`config.mk`:
```
export PLATFORM = sky130hd
export DESIGN_NAME = memory_stage
export DESIGN_NICKNAME = d
export VERILOG_FILES = /design/src/rtl/mem_pkg.sv /design/src/rtl/load_align.sv /design/src/rtl/memory_stage.sv
export SDC_FILE = /design/constraint.sdc
export NUM_CORES = 1
export LEC_CHECK = 0
export BUFFER_PORTS_ARGS = -buffer_cell sky130_fd_sc_hd__clkbuf_2
export CAP_MARGIN = 30
export CORE_MARGIN = 1.5
export CORE_UTILIZATION = 33
export CTS_CLUSTER_DIAMETER = 120
export CTS_CLUSTER_SIZE = 30
export DETAILED_ROUTE_END_ITERATION = 16
export PLACE_DENSITY = 0.62
export SETUP_SLACK_MARGIN = 0.4
export SYNTH_ARGS = -nofsm -noshare
export SYNTH_HDL_FRONTEND = slang
export SYNTH_SLANG_ARGS = --single-unit
export TNS_END_PERCENT = 50
```
`constraint.sdc`:
```
create_clock -name clk -period 2.6 [get_ports clk]
set_input_delay 0.52 -clock clk [delete_from_list [all_inputs] [get_ports clk]]
set_output_delay 0.52 -clock clk [all_outputs]
set_load 0.05 [all_outputs]
```
`src/rtl/mem_pkg.sv`:
```
// rtl/mem_pkg.sv - shared constants and state encoding for the memory stage
package mem_pkg;

   // funct3 encodings of load/store access size
   localparam logic [2:0] SIZE_B  = 3'b000;
   localparam logic [2:0] SIZE_H  = 3'b001;
   localparam logic [2:0] SIZE_W  = 3'b010;
   localparam logic [2:0] SIZE_BU = 3'b100;
   localparam logic [2:0] SIZE_HU = 3'b101;

   // writeback exception cause codes
   localparam logic [1:0] CAUSE_NONE             = 2'b00;
   localparam logic [1:0] CAUSE_MISALIGNED_LOAD  = 2'b01;
   localparam logic [1:0] CAUSE_MISALIGNED_STORE = 2'b10;
   localparam logic [1:0] CAUSE_ILLEGAL_SIZE     = 2'b11;

   typedef enum logic [1:0] {
      ST_IDLE = 2'b00,
      ST_REQ  = 2'b01,
      ST_WAIT = 2'b10
   } state_t;

endpackage

```
`src/rtl/load_align.sv`:
```
// rtl/load_align.sv - selects the addressed lane of a read word and extends it
module load_align
   import mem_pkg::*;
(
   input  logic [31:0] rdata,
   input  logic [1:0]  addr,
   input  logic [2:0]  size,
   output logic [31:0] result
);

   logic [31:0] shifted;

   // shift the addressed byte/halfword down to bit 0, then extend by size
   always_comb begin
      shifted = rdata >> {addr, 3'b000};
      case (size)
         SIZE_B:  result = {{24{shifted[7]}}, shifted[7:0]};
         SIZE_H:  result = {{16{shifted[15]}}, shifted[15:0]};
         SIZE_BU: result = {24'd0, shifted[7:0]};
         SIZE_HU: result = {16'd0, shifted[15:0]};
         default: result = rdata;
      endcase
   end

endmodule

```
`src/rtl/memory_stage.sv`:
```
// rtl/memory_stage.sv - load/store stage with single-outstanding data bus and writeback register
module memory_stage
   import mem_pkg::*;
#(
   parameter logic [31:0] RESET_PC_UNUSED = 32'd0
) (
   input  logic        clk,
   input  logic        reset,
   input  logic        flush,
   input  logic        ex_valid,
   output logic        ex_ready,
   input  logic [31:0] ex_alu_result,
   input  logic [31:0] ex_store_data,
   input  logic        ex_mem_load,
   input  logic        ex_mem_store,
   input  logic [2:0]  ex_mem_size,
   input  logic [4:0]  ex_rd,
   input  logic        ex_rd_write,
   output logic        mem_req,
   output logic        mem_we,
   output logic [31:0] mem_addr,
   output logic [31:0] mem_wdata,
   output logic [3:0]  mem_strb,
   input  logic        mem_gnt,
   input  logic        mem_rvalid,
   input  logic [31:0] mem_rdata,
   output logic        wb_valid,
   output logic [4:0]  wb_rd,
   output logic        wb_rd_write,
   output logic [31:0] wb_data,
   output logic        wb_exception,
   output logic [1:0]  wb_cause
);

   logic [31:0] unused_param;
   assign unused_param = RESET_PC_UNUSED;

   state_t      state;
   logic        pend_load;
   logic [2:0]  pend_size;
   logic [1:0]  pend_lo;
   logic [4:0]  pend_rd;
   logic        pend_rd_write;
   logic        killed;

   logic        accept;
   logic        is_mem;
   logic        size_ok;
   logic        misaligned;
   logic [1:0]  fault_cause;
   logic [31:0] st_wdata;
   logic [3:0]  st_strb;
   logic [31:0] load_result;

   // flush blocks the handshake itself so execute never sees a dropped transfer
   assign ex_ready = (state == ST_IDLE) && !flush;
   assign accept   = ex_valid && ex_ready;
   assign is_mem   = ex_mem_load || ex_mem_store;

   // classify the offered access: legal size, alignment, and resulting cause
   always_comb begin
      size_ok = 1'b0;
      if (ex_mem_load) begin
         case (ex_mem_size)
            SIZE_B, SIZE_H, SIZE_W, SIZE_BU, SIZE_HU: size_ok = 1'b1;
            default:                                  size_ok = 1'b0;
         endcase
      end else if (ex_mem_store) begin
         case (ex_mem_size)
            SIZE_B, SIZE_H, SIZE_W: size_ok = 1'b1;
            default:                size_ok = 1'b0;
         endcase
      end
      misaligned = ((ex_mem_size[1:0] == 2'b01) && ex_alu_result[0]) ||
                   ((ex_mem_size[1:0] == 2'b10) && (ex_alu_result[1:0] != 2'b00));
      fault_cause = CAUSE_NONE;
      if (is_mem) begin
         if (!size_ok)
            fault_cause = CAUSE_ILLEGAL_SIZE;
         else if (misaligned)
            fault_cause = ex_mem_load ? CAUSE_MISALIGNED_LOAD : CAUSE_MISALIGNED_STORE;
      end
   end

   // replicate store data across lanes and enable only the addressed bytes
   always_comb begin
      case (ex_mem_size[1:0])
         2'b00: begin
            st_wdata = {4{ex_store_data[7:0]}};
            st_strb  = 4'b0001 << ex_alu_result[1:0];
         end
         2'b01: begin
            st_wdata = {2{ex_store_data[15:0]}};
            st_strb  = 4'b0011 << ex_alu_result[1:0];
         end
         default: begin
            st_wdata = ex_store_data;
            st_strb  = 4'b1111;
         end
      endcase
   end

   load_align u_load_align (
      .rdata  (mem_rdata),
      .addr   (pend_lo),
      .size   (pend_size),
      .result (load_result)
   );

   // stage FSM: accept, bus request/grant/response and registered writeback
   always_ff @(posedge clk) begin
      if (!reset) begin
         state         <= ST_IDLE;
         mem_req       <= 1'b0;
         mem_we        <= 1'b0;
         mem_addr      <= 32'd0;
         mem_wdata     <= 32'd0;
         mem_strb      <= 4'd0;
         wb_valid      <= 1'b0;
         wb_rd         <= 5'd0;
         wb_rd_write   <= 1'b0;
         wb_data       <= 32'd0;
         wb_exception  <= 1'b0;
         wb_cause      <= CAUSE_NONE;
         pend_load     <= 1'b0;
         pend_size     <= 3'd0;
         pend_lo       <= 2'd0;
         pend_rd       <= 5'd0;
         pend_rd_write <= 1'b0;
         killed        <= 1'b0;
      end else begin
         wb_valid <= 1'b0;
         case (state)
            ST_IDLE: begin
               if (accept) begin
                  if (!is_mem || (fault_cause != CAUSE_NONE)) begin
                     wb_valid     <= 1'b1;
                     wb_rd        <= ex_rd;
                     wb_rd_write  <= ex_rd_write && !is_mem;
                     wb_data      <= ex_alu_result;
                     wb_exception <= is_mem;
                     wb_cause     <= fault_cause;
                  end else begin
                     state         <= ST_REQ;
                     mem_req       <= 1'b1;
                     mem_we        <= ex_mem_store;
                     mem_addr      <= {ex_alu_result[31:2], 2'b00};
                     mem_wdata     <= ex_mem_store ? st_wdata : 32'd0;
                     mem_strb      <= ex_mem_store ? st_strb : 4'b1111;
                     pend_load     <= ex_mem_load;
                     pend_size     <= ex_mem_size;
                     pend_lo       <= ex_alu_result[1:0];
                     pend_rd       <= ex_rd;
                     pend_rd_write <= ex_rd_write;
                     killed        <= 1'b0;
                  end
               end
            end
            ST_REQ: begin
               if (flush)
                  killed <= 1'b1;
               if (mem_gnt) begin
                  mem_req <= 1'b0;
                  mem_we  <= 1'b0;
                  if (pend_load) begin
                     state <= ST_WAIT;
                  end else begin
                     state <= ST_IDLE;
                     if (!killed && !flush) begin
                        wb_valid     <= 1'b1;
                        wb_rd        <= pend_rd;
                        wb_rd_write  <= 1'b0;
                        wb_data      <= {mem_addr[31:2], pend_lo};
                        wb_exception <= 1'b0;
                        wb_cause     <= CAUSE_NONE;
                     end
                  end
               end
            end
            ST_WAIT: begin
               if (flush)
                  killed <= 1'b1;
               if (mem_rvalid) begin
                  state <= ST_IDLE;
                  if (!killed && !flush) begin
                     wb_valid     <= 1'b1;
                     wb_rd        <= pend_rd;
                     wb_rd_write  <= pend_rd_write;
                     wb_data      <= load_result;
                     wb_exception <= 1'b0;
                     wb_cause     <= CAUSE_NONE;
                  end
               end
            end
            default: begin
               state   <= ST_IDLE;
               mem_req <= 1'b0;
            end
         endcase
      end
   end

endmodule

```
==> out/metrics.yaml, run 1 <==
finalNetCount: 1092
fin_crit_sh: 0.819
vias: 6544
syn_avg_cell_area_um2: 8.03
first_iter_violations: 367
ios: 226
grt_max_degree: 49
rr_startpoint: "pend_lo[1]"
grt_pass1_wl_um: 34000
drv_slew: 0
clk-insertion-delay-late_ns: 0.41
die-area_um2: 19600
dp_worst_setup_slack_ns: 0.0459
hpwl_um: 15200
rsz0062_at_grt: "yes"
fin_worst_skew_ns: 0.0110
overflow: 0
sequentialPowerShare: 0.377
yosysSeqAreaShare: 0.404
diodes: 0
slew_headroom: 0.523
yosysUniqueCellTypes: 49
power_density_nw_per_um2: 657
clockBufferDepth: 2
synth_top_area_share: 0.404
vdd_ir_drop_max_uv: 485
area_growth_syn_to_layout_pct: 33.8
place_inst: 1180
tns_ns: 0
grt_antenna_before_repair: 0
synth_edf_count: 0
clk_pin_slew_worst_paths_ns: 0.06
fp.dieW_um: 140
tightest_slew_ns: 0.708
holdBufCountCts: 0
setup_violations: 0
crit_end: "wb_data[19]"
crit_path_end_kind: "register"
r2r_setup_slack_ns: 0.47
globalplace.congestion: 0.816
post-route-worst-setup-slack_ns: 0.469
num_rows: 49
rr_worst_depth: 5
grt_pass1_vias: 6251
combPwrFrac: 0.194
post_drt_wl_per_cell_um: 18.0
switchingPower_mw: 1.68
ant_nets: 0
cts_tree: "yes"
netlist_instances: 772
swShare: 0.309
drive_above_1_share: 0.345
drc: 0
status: "complete, no violations"
final_cells: 1217
pwr-share-clk: 0.429
synth_most_common_cell: "nand2_1"
max_cap_violations: 0
r2r-end: "wb_data[19]"
finalWirelength_um: 21900
grt.total_usage: 0.220
critical_path_required_ns: 2.90
hold_viol: 0
cts_made_buffers: 17
synth-seq-cells: 125
die_h_um: 140
ys.flop_type: "dfxtp_1"
vias_per_cell: 5.38
htree_levels: 4
syn-cell-area_um2: 6200
hp-class: "input pin to register"
leakagePower_nw: 3.40
path_class: "register to register"
clock-root-buffer: "clkbuf_16"
ys_warn_count: 0
start_util: 0.341
startpoint_type: "register"
dr.pass1.iters: 5
multi_input_area_um2: 3430
portBuffers: 223
synthTopCellsByArea: "dfxtp_1 (40%), nand2_1 (10%), a21oi_1 (7.5%), a32o_1 (4.8%), a221o_1 (4.4%)"
cts_sinks: 125
post-synth-top-area-cell: "dfxtp_1"
regArea_um2: 2500
clock.fmax_mhz: 469
yosys-top-cells-count: "nand2_1 (171), dfxtp_1 (125), a21oi_1 (93)"
period_needed_ns: 2.13
core_area_um2: 18200
async_reset_ff_frac: 0
fillers: 1859
worstPathArrival_ns: 2.43
worstPathMaxFanout: 16
startpoint: "pend_lo[1]"
p_int_mw: 3.77
## flip-flops by register name, summed over array words and instances, names as in the netlist, 2 cells and up
| name | count |
|---|---|
| wb_data | 32 |
| wb_rd | 5 |
| mem_wdata | 32 |
| pend_rd | 5 |
| mem_strb | 4 |
| pend_size | 3 |
| state | 2 |
| pend_lo | 2 |
| wb_cause | 2 |
| mem_addr | 30 |
## worst max-delay path, stage by stage, from the launching register on
cell	delay, ns
dfxtp_1	0.41
mux4_2	0.51
or3b_1	0.35
and3_4	0.23
a221o_1	0.29
a32o_1	0.24
## kinds of logic (layout without fill, tap and decap cells)
group	after synthesis	in the layout	synth area share
xor+xnor	1	1	0.00141
flops	125	125	0.404
simple gates	290	291	0.207
other cells	1	2	0.000605
compound gates	224	224	0.246
buf+inv	83	297	0.0553
fa+ha+maj	4	4	0.00807
mux	44	44	0.0785
## worst min-delay path by stage
stage | startpoint | to | slack (ns) | depth (start not counted)
2_1_floorplan | pend_rd[0] | pend_rd[0] | 0.44 | 2
3_3_place_gp | mem_wdata[4] | mem_wdata[4] | 0.44 | 2
3_5_place_dp | mem_wdata[1] | mem_wdata[1] | 0.45 | 2
4_1_cts | ex_alu_result[27] | mem_addr[27] | 0.32 | 3
5_1_grt | ex_alu_result[10] | mem_addr[10] | 0.33 | 3
6_report | ex_alu_result[27] | mem_addr[27] | 0.33 | 3
## stage by stage
stage / power [mW] / utilization / hold slack, ns / area [µm²]
2_1_floorplan: 2.77 / - / 0.436 / 6210
3_3_place_gp: 3.11 / 0.416 / 0.438 / 7580
3_5_place_dp: 3.12 / 0.417 / 0.446 / 7600
4_1_cts: 5.48 / 0.452 / 0.317 / 8240
5_1_grt: 5.65 / 0.456 / 0.330 / 8300
6_report: 5.45 / 0.456 / 0.332 / 8300
## power groups by stage
stage / combinational [mW] / clock [mW] / sequential, mW
finish: 1.06 / 2.34 / 2.05
global route: 1.13 / 2.46 / 2.06
CTS: 1.05 / 2.38 / 2.05
detailed placement: 1.03 / 0 / 2.09
global placement: 1.02 / 0 / 2.09
floorplan: 0.419 / 0 / 2.35
## final cells by class
cell class	instances	area share
Tap cell	229	0.0345
Inverter	11	0.00498
Clock inverter	14	0.0178
Clock buffer	18	0.0517
Sequential cell	125	0.302
Timing Repair Buffer	254	0.177
Multi-Input combinational cell	566	0.413
## timing repair
action / in CTS / in global routing
setup buffers: 1 / 2
resized for setup: 4 / 8
endpoints found under the setup margin: 37 / 42
pin swaps: 2 / 3
gates cloned: 2 / 0
## per-layer routing
metal / up-vias / part of all wire / global-route usage / wire length, µm
met4: 0 / 0.013 / 0.0626 / 284
met2: 267 / 0.48 / 0.369 / 10500
met5: - / 0 / 0 / 0
li1: 3171 / - / - / -
met1: 3086 / 0.42 / 0.276 / 9290
met3: 20 / 0.083 / 0.0622 / 1820
## cell usage in the layout (no fill, tap or decap), drive strengths merged, types with 4 or more instances in the layout
cell	instances
a21oi	93
a221o	27
a221oi	4
a32o	30
and2	4
buf	30
clkbuf	241
clkinv	7
clkinvlp	5
dfxtp	125
ha	4
inv	11
mux2	17
mux2i	25
nand2	171
nand3	40
nor2	24
nor2b	9
nor3	4
o211ai	10
o21ai	35
or2	24
or3	5
Note: power is estimated with default switching activity, not from simulation.
==> inputs of run 2 (changes only) <==
--- a/config.mk
+++ b/config.mk
@@ -5,6 +5,7 @@
 export SDC_FILE = /design/constraint.sdc
 export NUM_CORES = 1
 export LEC_CHECK = 0
+export ABC_AREA = 1
 export BUFFER_PORTS_ARGS = -buffer_cell sky130_fd_sc_hd__clkbuf_2
 export CAP_MARGIN = 30
 export CORE_MARGIN = 1.5
@@ -12,7 +13,7 @@
 export CTS_CLUSTER_DIAMETER = 120
 export CTS_CLUSTER_SIZE = 30
 export DETAILED_ROUTE_END_ITERATION = 16
-export PLACE_DENSITY = 0.62
+export PLACE_DENSITY = 0.63
 export SETUP_SLACK_MARGIN = 0.4
 export SYNTH_ARGS = -nofsm -noshare
 export SYNTH_HDL_FRONTEND = slang
==> constraint.sdc (replaced) <==
create_clock -name clk -period 1.8 [get_ports clk]
set_input_delay 0.36 -clock clk [delete_from_list [all_inputs] [get_ports clk]]
set_output_delay 0.36 -clock clk [all_outputs]
set_load 0.05 [all_outputs]
==> out/metrics.yaml, run 2 <==
num_rows: 51  # +4.1%
fin_crit_sh: 0.975
yosys-top-cells-count: "nand2_1 (292), a21oi_1 (151), dfxtp_1 (125)"
regArea_um2: 2500  # about the same
grt.total_usage: 0.234  # +0.0140
final_common_cell: "nand2_1"
worstPathArrival_ns: 1.40  # -1.03 ns
first_iter_violations: 635  # +73%
die_h_um: 145  # +3.6%
clockBufferDepth: 2  # unchanged
vias: 7763  # +19%
post-synth-top-area-cell: "dfxtp_1"
clk-insertion-delay-late_ns: 0.42  # about the same
fillers: 2049  # +10%
cts_made_buffers: 17  # unchanged
place_inst: 1524  # +29%
hp-class: "input pin to register"
grt_max_degree: 40  # -18%
finalInstanceArea_um2: 9640  # +16%
finalNetCount: 1417  # +30%
synth_most_common_cell: "nand2_1"
netlist_instances: 1039  # +35%
holdBufCountCts: 0  # unchanged
path_class: "register to primary output"
tns_ns: 0  # unchanged
grt_antenna_before_repair: 1  # +1
ys.flop_type: "dfxtp_1"
max_cap_violations: 0  # unchanged
r2r_setup_slack_ns: 0.08  # -0.39 ns
ys_warn_count: 0  # unchanged
rr_startpoint: "state[1]"
vdd_ir_drop_max_uv: 767  # +58%
synth_top_area_share: 0.376  # -0.0280
ios: 226  # unchanged
rsz0062_at_grt: "yes"
final_util: 0.491  # +0.0349
worstPathMaxFanout: 3  # -13
hold_viol: 0  # unchanged
hold_slack_ns: 0.186  # -0.146 ns
fin_worst_skew_ns: 0.00673  # -0.00426 ns
reg_top3: "mem_wdata: 32 flops, wb_data: 32 flops, mem_addr: 30 flops"
p_total_mw: 16.7  # +210%
synth_edf_count: 0  # unchanged
worstHoldStart: "ex_alu_result[2]"
final_cells: 1577  # +30%
drc: 0  # unchanged
r2r-end: "wb_data[27]"
critical_path_required_ns: 1.44  # -1.46 ns
dpl_cell_area_um2: 8460  # +11%
syn-cell-area_um2: 6660  # +7.5%
grt_pass1_vias: 7186  # +15%
multi_input_area_um2: 3580  # +4.6%
clock.fmax_mhz: 570
globalplace.congestion: 0.925  # +13%
cts_tree: "yes"
clock-root-buffer: "clkbuf_16"
post_drt_wl_per_cell_um: 16.4  # -9.1%
dp_worst_setup_slack_ns: -0.0216  # -0.0675 ns
final_cell_mix: "nand2_1 (289), clkbuf_2 (221), a21oi_1 (143)"
rr_worst_depth: 9  # +4
hold_path_depth: 3  # unchanged
area_growth_syn_to_layout_pct: 44.7
fp.dieW_um: 145  # +3.6%
async_reset_ff_frac: 0  # unchanged
cts_sinks: 125  # unchanged
holdPathEnd: "mem_addr[2]"
yosysSeqAreaShare: 0.376  # -0.0280
startpoint: "state[1]"
leakagePower_nw: 4.95  # +46%
grt_pass1_wl_um: 39000  # +15%
die-area_um2: 21100  # +7.3%
drv_slew: 0  # unchanged
htree_levels: 4  # unchanged
synth-seq-cells: 125  # unchanged
core_area_um2: 19700  # +7.9%
overflow: 0  # unchanged
ant_nets: 0  # unchanged
crit_path_end_kind: "primary output"
drive_above_1_share: 0.303  # -0.0418
hpwl_um: 17300  # +14%
setup_violations: 0  # unchanged
power_density_nw_per_um2: 1730  # +160%
syn_avg_cell_area_um2: 6.41  # -20%
startpoint_type: "register"
vias_per_cell: 4.92  # -8.5%
start_util: 0.339  # -0.00149
yosysUniqueCellTypes: 35  # -29%
period_needed_ns: 1.76
finalWirelength_um: 25800  # +18%
status: "complete, no violations"
clk_pin_slew_worst_paths_ns: 0.06  # about the same
synthTopCellsByArea: "dfxtp_1 (38%), nand2_1 (16%), a21oi_1 (11%), o21ai_0 (7.7%), inv_1 (5.5%)"
portBuffers: 223  # unchanged
dr.pass1.iters: 5  # unchanged
post-route-worst-setup-slack_ns: 0.0446  # -0.425 ns
diodes: 0  # unchanged
run 2: cell type report:
cell class | instances | area share
sequential | 125 | 0.260
timing repair buffer | 310 | 0.229
inverter | 103 | 0.0411
multi-input combinational | 743 | 0.372
tap | 265 | 0.0344
clock inverter | 12 | 0.0166
clock buffer | 19 | 0.0470
run 2: timing repair:
item	in CTS	in global routing
cloned	5	7
pin swaps	4	7
gates resized for setup	14	39
setup buffers	6	4
setup endpoints to repair	214	235
run 2: worst max-delay path by stage:
stage / cells past startpoint / to / slack [ns]
final: 6 / ex_ready / 0.04
after global routing: 11 / wb_rd[2] / -0.01
after CTS: 6 / ex_ready / 0.05
after detailed placement: 10 / mem_addr[26] / -0.02
after global placement: 9 / pend_size[1] / -0.04
after floorplan: 11 / mem_addr[20] / 0.1
run 2: cell families (layout without fill, tap and decap cells):
family / Yosys count / after routing / share of synthesized area
other: 1 / 2 / 0.000563
AND/OR/NAND/NOR: 444 / 444 / 0.269
buffers and inverters: 172 / 444 / 0.106
adder cells (fa/ha/maj): 4 / 4 / 0.00751
flip-flops: 125 / 125 / 0.376
AO/OA/AOI/OAI: 293 / 293 / 0.241
run 2: routing by layer:
metal  GRT usage  up-vias  wire length, µm
met5           0        -                0
met4      0.0658        0              379
met3      0.0588       24             2100
met2       0.379      336            11900
met1       0.308     3515            11400
li1            -     3888                -
run 2: critical path: stages (launching register included):
cell and delay, ns:
dfxtp_2 0.34, inv_4 0.07, ha_4 0.17, inv_4 0.04
nor2_4 0.09, buf_6 0.11, clkbuf_16 0.15
run 2: report_power, final:
part	internal [mW]	switching [mW]
Clock	2.26	1.39
Sequential	3.43	0.367
Combinational	3.08	6.13
Total	8.76	7.90
